==> config.mk <==
export PLATFORM = sky130hd
export DESIGN_NAME = approx_mul_error_sweeper
export DESIGN_NICKNAME = d
export VERILOG_FILES = /design/src/rtl/approx_mul_error_sweeper.sv
export SDC_FILE = /design/constraint.sdc
export NUM_CORES = 1
export LEC_CHECK = 0
export ABC_CLOCK_PERIOD_IN_PS = 14400
export BUFFER_PORTS_ARGS = -buffer_cell sky130_fd_sc_hd__buf_4
export CORE_MARGIN = 1
export CORE_UTILIZATION = 55
export DETAILED_ROUTE_END_ITERATION = 12
export PLACE_DENSITY = 0.76
export SYNTH_ARGS = -nofsm -noshare
export SYNTH_HDL_FRONTEND = slang
export SYNTH_SLANG_ARGS = --single-unit
==> constraint.sdc <==
create_clock -name clk -period 14.4 [get_ports clk]
set_input_delay 1.44 -clock clk [delete_from_list [all_inputs] [get_ports clk]]
set_output_delay 1.44 -clock clk [all_outputs]
set_load 0.05 [all_outputs]
==> src/rtl/approx_mul_error_sweeper.sv <==
// approx_mul_error_sweeper
// Walks every operand pair through an approximate WIDTHxWIDTH multiplier, one pair per
// cycle, and accumulates the absolute error against an exact product: saturating sum,
// maximum, and count of pairs with a nonzero error.
//
// state | meaning
// ------+-----------------------------------------------------------------
// IDLE  | waiting for start; results hold; operands driven to 0
// SWEEP | issuing pair cnt; the last pair is issued at cnt = all ones
// DRAIN | no new pairs; waiting for the multiplier pipeline to empty
//
// A valid bit and a copy of the operands travel through a MUL_LAT+1 deep delay line.
// The exact product is formed from the copy at the tail of that line, so it lines up
// with mul_p. When the sweep ends, the FSM moves to IDLE on the same edge that
// accumulates the last pair. done therefore pulses in the first IDLE cycle, and the
// final results are already visible in that cycle.
module approx_mul_error_sweeper #(
  parameter int WIDTH   = 8,
  parameter int MUL_LAT = 0,
  parameter int ACC_W   = 32
) (
  input  logic                 clk,
  input  logic                 rst_n,
  input  logic                 start,
  input  logic                 abort,
  output logic [WIDTH-1:0]     mul_a,
  output logic [WIDTH-1:0]     mul_b,
  input  logic [2*WIDTH-1:0]   mul_p,
  output logic                 busy,
  output logic                 done,
  output logic [ACC_W-1:0]     err_sum,
  output logic [2*WIDTH-1:0]   err_max,
  output logic [2*WIDTH:0]     err_cnt,
  output logic                 sat
);

  localparam int PW    = 2 * WIDTH;
  localparam int SUM_W = ((ACC_W > PW) ? ACC_W : PW) + 1;
  localparam int DW    = (MUL_LAT < 2) ? 1 : $clog2(MUL_LAT);
  localparam logic [SUM_W-1:0] ACC_MAX = {{(SUM_W-ACC_W){1'b0}}, {ACC_W{1'b1}}};

  typedef enum logic [1:0] {
    S_IDLE  = 2'd0,
    S_SWEEP = 2'd1,
    S_DRAIN = 2'd2
  } state_t;

  state_t           state;
  logic [PW-1:0]    cnt;
  logic [PW-1:0]    cnt_inc;
  logic [DW-1:0]    drain_cnt;

  logic             vld_pipe [0:MUL_LAT];
  logic [WIDTH-1:0] a_pipe   [0:MUL_LAT];
  logic [WIDTH-1:0] b_pipe   [0:MUL_LAT];

  logic [PW-1:0]    exact;
  logic [PW:0]      diff;
  logic [PW-1:0]    err_abs;
  logic [SUM_W-1:0] sum_next;

  // Stage 0 of the delay line is the operand register that drives the multiplier.
  assign mul_a = a_pipe[0];
  assign mul_b = b_pipe[0];
  assign busy  = (state != S_IDLE);

  // Exact product of the aligned operands, absolute error, and the widened running sum.
  always_comb begin
    cnt_inc  = cnt + 1'b1;
    exact    = PW'(a_pipe[MUL_LAT]) * PW'(b_pipe[MUL_LAT]);
    diff     = {1'b0, exact} - {1'b0, mul_p};
    err_abs  = diff[PW] ? PW'(-diff) : diff[PW-1:0];
    sum_next = SUM_W'(err_sum) + SUM_W'(err_abs);
  end

  // Sequencer FSM, operand delay line and error accumulators.
  always_ff @(posedge clk or negedge rst_n) begin
    if (!rst_n) begin
      state     <= S_IDLE;
      cnt       <= '0;
      drain_cnt <= '0;
      done      <= 1'b0;
      err_sum   <= '0;
      err_max   <= '0;
      err_cnt   <= '0;
      sat       <= 1'b0;
      for (int k = 0; k <= MUL_LAT; k++) begin
        vld_pipe[k] <= 1'b0;
        a_pipe[k]   <= '0;
        b_pipe[k]   <= '0;
      end
    end else begin
      done <= 1'b0;

      for (int k = 1; k <= MUL_LAT; k++) begin
        vld_pipe[k] <= vld_pipe[k-1];
        a_pipe[k]   <= a_pipe[k-1];
        b_pipe[k]   <= b_pipe[k-1];
      end
      vld_pipe[0] <= 1'b0;
      a_pipe[0]   <= '0;
      b_pipe[0]   <= '0;

      // An abort discards whatever is arriving at the tail on the same edge.
      if (vld_pipe[MUL_LAT] && !abort) begin
        if (sum_next > ACC_MAX) begin
          err_sum <= '1;
          sat     <= 1'b1;
        end else begin
          err_sum <= sum_next[ACC_W-1:0];
        end
        if (err_abs > err_max) err_max <= err_abs;
        if (err_abs != '0) err_cnt <= err_cnt + 1'b1;
      end

      case (state)
        S_IDLE: begin
          if (start) begin
            state       <= S_SWEEP;
            cnt         <= '0;
            vld_pipe[0] <= 1'b1;
            err_sum     <= '0;
            err_max     <= '0;
            err_cnt     <= '0;
            sat         <= 1'b0;
          end
        end
        S_SWEEP: begin
          if (abort) begin
            state <= S_IDLE;
            for (int k = 1; k <= MUL_LAT; k++) vld_pipe[k] <= 1'b0;
          end else if (cnt == {PW{1'b1}}) begin
            if (MUL_LAT == 0) begin
              state <= S_IDLE;
              done  <= 1'b1;
            end else begin
              state     <= S_DRAIN;
              drain_cnt <= DW'(MUL_LAT - 1);
            end
          end else begin
            cnt         <= cnt_inc;
            vld_pipe[0] <= 1'b1;
            a_pipe[0]   <= cnt_inc[WIDTH-1:0];
            b_pipe[0]   <= cnt_inc[PW-1:WIDTH];
          end
        end
        S_DRAIN: begin
          if (abort) begin
            state <= S_IDLE;
            for (int k = 1; k <= MUL_LAT; k++) vld_pipe[k] <= 1'b0;
          end else if (drain_cnt == '0) begin
            state <= S_IDLE;
            done  <= 1'b1;
          end else begin
            drain_cnt <= drain_cnt - 1'b1;
          end
        end
        default: state <= S_IDLE;
      endcase
    end
  end

endmodule

==> flow_metrics.tcl, run 1 <==
set metrics [dict create \
    numPortBuffers 103 \
    r2r_cells 27 \
    htreeDepth 3 \
    synth_seq_cells 101 \
    hold-path-cell-count 1 \
    critical_path_class "in -> reg" \
    syn2layout_area_growth_pct 14.4 \
    cts_resized 0 \
    wl_met2_mm 9.90 \
    crit_fanout 8 \
    m1WireLength_mm 9.43 \
    routedWlPerCell_um 15.9 \
    period_share_pct 59.5 \
    rsz0062_at_grt "no" \
    grt_max_degree 55 \
    layout_commonest_cell "inv_1" \
    cts_buffers 9 \
    yosysUniqueCellTypes 72 \
    dr.pass1.iters 6 \
    finalClockSkew_ns 0.0123 \
    status "finished clean" \
    final_cell_mix "125 x inv_1, 108 x buf_4, 101 x dfrtp_1" \
    power.total_uw 981 \
    hold_viol 0 \
    syn_area_per_cell_um2 8.96 \
    min_period_ns 8.57 \
    layout.nets 1242 \
    synth_nets 1147 \
    die_h_um 129 \
    synthCells 997 \
    first_iter_violations 450 \
    wl_mm 20.8 \
    placed_cell_area_mm2 0.00993 \
    grt_pass1_wl_mm 35.3 \
    grt_use_total_pct 26.7 \
    cts_setup_buffers 0 \
    start_kind "input port" \
    yosysWarnings 0 \
    slew_headroom_pct 29.3 \
    hold_path.class "reg -> reg" \
    p_clk_share_pct 24.7 \
    drc 0 \
    finish.utilization_pct 64.3 \
    cts.path.max_buffers 2 \
    drtAntennaViolNets 0 \
    antenna_found_initial 0 \
    switching_share_pct 41.3 \
    finalSetupViolCount 0 \
    yosysSeqAreaShare_pct 28.3 \
    hold_ws_ns 0.515 \
    async_flop_share_pct 100 \
    synth-edff-count 0 \
    hold_buffers 0 \
    rows 46 \
    core_mm2 0.0159 \
    io_pins 104 \
    comb_power_share_pct 39.9 \
    dieArea_mm2 0.0168 \
    p_sw_uw 405 \
    cts-root-buf "clkbuf_16" \
    met3_length_mm 1.12 \
    crit_top_cell "fa_1" \
    clk_pin_slew_ns 0.08 \
    slowest_stage "o21ai_0" \
    crit_path_end_kind "flop" \
    start_util_pct 56.3 \
    grt_overflow_total 0 \
    n_antenna_cell 0 \
    cts_tree "yes" \
    via_per_inst 5.71 \
    sequentialPowerShare_pct 35.4 \
    ir_drop_mv 0.106 \
    leakagePower_uw 0.00511 \
    setup_tns_ns 0 \
    cts_sinks 101 \
    fmax_mhz 117 \
    p_per_area_mw_per_mm2 96.0 \
    die_w_um 129 \
    hpwl_mm 16.0 \
    netlist_area_mm2 0.00894 \
    synth_ff_type "dfrtp_1" \
    gp_congestion 0.898 \
    clock_latency_ns 0.36 \
    grt_pass1_vias 7254 \
    cellInternalPower_uw 576 \
    max_slew.worst_pin.slew_ns 1.05 \
    maxCapViolCount 0 \
    slowest_delay_ns 0.58 \
    via_count 7499 \
    cp_data_arrival_time_ns 8.84 \
    cp_data_required_time_ns 14.67 \
    slew_viol_final 0 \
    fin_area_mm2 0.0102 \
    drive_gt1_share_pct 14.1 \
    top_layer "met4" \
]
stage by stage:
stage          cells  worst slack (ns)
3_5_place_dp    1297              5.62
6_report        1313              5.83
2_1_floorplan    997              6.54
5_1_grt         1313              5.20
3_3_place_gp    1297              5.71
4_1_cts         1313              5.99
registers in the layout, indices dropped and copies added, names as in the netlist, 8 cells and up:
signal   count
err_sum     32
err_cnt     17
cnt         16
err_max     16
mul_a        8
mul_b        8
cell usage after synthesis (3+ instances only):
cell type  number  area share (%)
inv_1         125             5.2
o21a_1         11            0.92
xor2_1         25             2.4
clkbuf_1       18            0.76
nand3_1        24             1.3
o21ai_1         3            0.17
a21oi_1        64             3.6
or4_1           4            0.34
or3_1           5            0.35
nor2_1         70             2.9
a21boi_0        3            0.25
nor2b_1         8            0.56
nand2_1        80             3.4
buf_2           4            0.22
a211oi_1        5            0.42
and4_1          5            0.49
or2_2           4            0.28
o31ai_1         6            0.50
xnor2_1        30             2.9
a31oi_1        14            0.98
mux2i_1        17             1.9
a21o_1         23             1.9
a31o_2          4            0.39
and3_1         20             1.4
nor3_1         14            0.78
nand2b_1       14            0.98
and2_1         48             3.4
dfrtp_1       101              28
o21ai_0        41             2.3
o21bai_1        5            0.42
nand4_1        14            0.98
o211a_1         5            0.56
nor4_1          7            0.49
ha_1           79              11
fa_1           51              11
worst paths after layout:
check | end | slack [ns] | startpoint
setup / recovery | err_sum[31] | 5.83 | mul_p[7]
hold / removal | mul_a[0] | 0.52 | cnt[0]
setup reg to reg | err_sum[31] | 6.31 | mul_b[2]
hold reg to reg | mul_a[0] | 0.52 | cnt[0]
max in group asynchronous | err_cnt[9] | 12.18 | rst_n
min in group asynchronous | err_sum[10] | 1.09 | rst_n
critical path: cells and delay by family:
family,cells,cell delay [ns]
fa+ha+maj,6,2.84
compound gates,10,2.56
simple gates,7,1.71
buf+inv,4,0.26
area by class of cell:
cell class / instances / area, µm²
well taps: 216 / 270
fillers: 1369 / 5660
repair buffers: 108 / 811
multi-input cells: 747 / 5850
inverters: 125 / 469
flip-flops and latches: 101 / 2530
clock inverters: 6 / 55.1
clock buffers: 10 / 239
power by group through the flow:
stage / clock, µW / combinational, µW / sequential (µW)
2_1_floorplan: 0 / 197 / 432
3_3_place_gp: 0 / 383 / 352
3_5_place_dp: 0 / 389 / 351
4_1_cts: 246 / 391 / 347
5_1_grt: 256 / 430 / 350
6_report: 242 / 392 / 347
per-layer routing:
layer,up-vias,track usage [%]
met5,-,0
met4,0,8.00
met3,25,3.63
met2,212,43.0
met1,3670,37.5
li1,3592,-
logic make-up (layout without fill, tap and decap cells):
family | after synthesis | in the layout | synth area share, %
AOI/OAI and AO/OA | 212 | 212 | 16.1
xor gates and xnor gates | 56 | 56 | 5.70
adders and majority gates | 130 | 130 | 22.5
buffers and inverters | 149 | 249 | 6.40
DFF | 101 | 101 | 28.3
muxes | 18 | 18 | 2.03
and+or+nand+nor | 331 | 331 | 19.0
(Power assumes the default switching activity.)
==> run 2, diff against run 1 <==
- ABC_AREA: unset -> 1
- ABC_CLOCK_PERIOD_IN_PS: 14400 -> 8000
- PLACE_DENSITY: 0.76 -> 0.75
- clock period: 14.4 -> 8 ns (I/O delays scaled with it)
==> flow_metrics.tcl, run 2 <==
set metrics [dict create \
    slowest_delay_ns 0.67 \
    regMostFlops "err_sum" \
    leakagePower_uw 0.00621 \
    synth_nets 1514 \
    layout_commonest_cell "nand2_1" \
    hold_buffers 0 \
    antenna_found_initial 0 \
    r2r_setup_slack_ns 0.97 \
    grt_overflow_total 0 \
    grt_use_total_pct 27.5 \
    synth_ff_type "dfrtp_1" \
    cts-root-buf "clkbuf_16" \
    rows 47 \
    grt_pass1_wl_mm 39.6 \
    hpwl_mm 18.2 \
    syn2layout_area_growth_pct 12.8 \
    drtAntennaViolNets 0 \
    dieArea_mm2 0.0179 \
    yosysUniqueCellTypes 41 \
    final_cell_mix "335 x nand2_1, 291 x inv_1, 111 x nor2_1" \
    fmax_mhz 142 \
    synth-edff-count 0 \
    synthCells 1364 \
    layout.nets 1594 \
    slowest_stage "nor3_1" \
    yosysTopAreaCell "dfrtp_1" \
    yosys-top-cells-area "dfrtp_1 26%, nand2_1 13%, inv_1 11%, fa_1 11%, ha_1 10%" \
    io_pins 104 \
    r2r_cells 32 \
    fin_cells 1668 \
    clk_pin_slew_ns 0.07 \
    p_per_area_mw_per_mm2 179 \
    largest_reg_flops 32 \
    maxCapViolCount 0 \
    slew_viol_final 0 \
    cts.path.max_buffers 2 \
    yosysSeqAreaShare_pct 26.4 \
    via_count 8694 \
    cts_buffers 9 \
    syn_area_per_cell_um2 7.01 \
    cts_sinks 101 \
    crit_path_end_kind "flop" \
    first_iter_violations 510 \
    die_h_um 134 \
    synth_common_cells "336 x nand2_1, 291 x inv_1, 111 x nor2_1" \
    drive_gt1_share_pct 10.3 \
    slew_headroom_pct 38.2 \
    hold_path.class "in -> async" \
    synth_seq_cells 101 \
    rsz0062_at_grt "no" \
    drc 0 \
    cts_resized 0 \
    finalSetupViolCount 0 \
    dr.pass1.iters 5 \
    cp_data_required_time_ns 8.29 \
    start_util_pct 57.1 \
    critical_path_class "reg -> reg" \
    routedWlPerCell_um 14.0 \
    max_slew.worst_pin.slew_ns 0.924 \
    wl_mm 23.3 \
    hold_viol 0 \
    synth.top_cell.area_share_pct 26.4 \
    worstReg2RegEnd "err_sum[30]" \
    die_w_um 134 \
    clock_latency_ns 0.36 \
    setup_tns_ns 0 \
    dp.cells 1653 \
    reg.largest.list "err_sum: 32 flops, err_cnt: 17 flops" \
    min_period_ns 7.03 \
    grt_max_degree 58 \
    htreeDepth 3 \
    via_per_inst 5.21 \
    cts_tree "yes" \
    async_flop_share_pct 100 \
    period_share_pct 87.9 \
    hold_ws_ns 0.445 \
    synthMostInstantiatedCell "nand2_1" \
    power.total_uw 1930 \
    netlist_area_mm2 0.00956 \
    start_kind "flop" \
    crit_top_cell "nand2_1" \
    cp_data_arrival_time_ns 7.32 \
    gp_congestion 0.928 \
    status "finished clean" \
    n_antenna_cell 0 \
    core_mm2 0.0168 \
    yosysWarnings 0 \
    cts_setup_buffers 0 \
    reg2reg_from "mul_a[0]" \
    crit_fanout 25 \
    grt_pass1_vias 8556 \
    ir_drop_mv 0.127 \
    numPortBuffers 103 \
    finalClockSkew_ns 0.0121 \
]
run 2: kinds of logic (layout without fill, tap and decap cells):
family / after synthesis / in the layout / share of synthesized area, %
DFF: 101 / 101 / 26.4
buffers and inverters: 335 / 419 / 13.5
AOI/OAI and AO/OA: 179 / 179 / 10.3
xor gates and xnor gates: 30 / 30 / 2.75
adders and majority gates: 130 / 130 / 21.0
and+or+nand+nor: 589 / 589 / 26.0
run 2: layer usage:
metal / vias to the layer above / part of all wire (%) / GRT usage [%]
li1: 4389 / - / -
met5: - / 0 / 0
met3: 34 / 4.8 / 3.67
met1: 4061 / 46 / 36.6
met4: 0 / 2.0 / 8.65
met2: 210 / 47 / 46.3
run 2: layout make-up:
class | instances | area (µm²)
Sequential cell | 101 | 2530
Multi-Input combinational cell | 928 | 5750
Clock inverter | 5 | 86.3
Timing Repair Buffer | 107 | 803
Inverter | 297 | 1110
Tap cell | 220 | 275
Fill cell | 1558 | 5980
Clock buffer | 10 | 229
run 2: critical path, delay by kind of cell (launching register included):
| family | cells | cell delay (ns) |
|---|---|---|
| compound gates | 5 | 0.97 |
| fa+ha+maj | 6 | 2.81 |
| buf+inv | 6 | 0.39 |
| flops | 1 | 0.60 |
| simple gates | 15 | 2.17 |
run 2: per-stage QoR:
stage / area [µm²] / utilization, % / setup WS, ns
6_report: 10800 / 64.3 / 0.968
3_3_place_gp: 10500 / 62.5 / 0.920
5_1_grt: 10800 / 64.3 / 0.390
4_1_cts: 10800 / 64.3 / 0.925
2_1_floorplan: 9560 / - / 1.51
3_5_place_dp: 10500 / 62.5 / 0.761
run 2: worst max-delay path by stage:
| stage | slack (ns) | startpoint | to |
|---|---|---|---|
| 2_1_floorplan | 1.51 | mul_a[0] | err_sum[13] |
| 3_3_place_gp | 0.92 | mul_p[9] | err_sum[29] |
| 3_5_place_dp | 0.76 | mul_p[9] | err_sum[18] |
| 4_1_cts | 0.92 | mul_a[0] | err_sum[30] |
| 5_1_grt | 0.39 | mul_a[0] | err_sum[29] |
| 6_report | 0.97 | mul_a[0] | err_sum[30] |
run 2: report_power, final:
part           internal, µW  switching, µW
registers               572           71.3
logic                   263            549
clock network           274            196
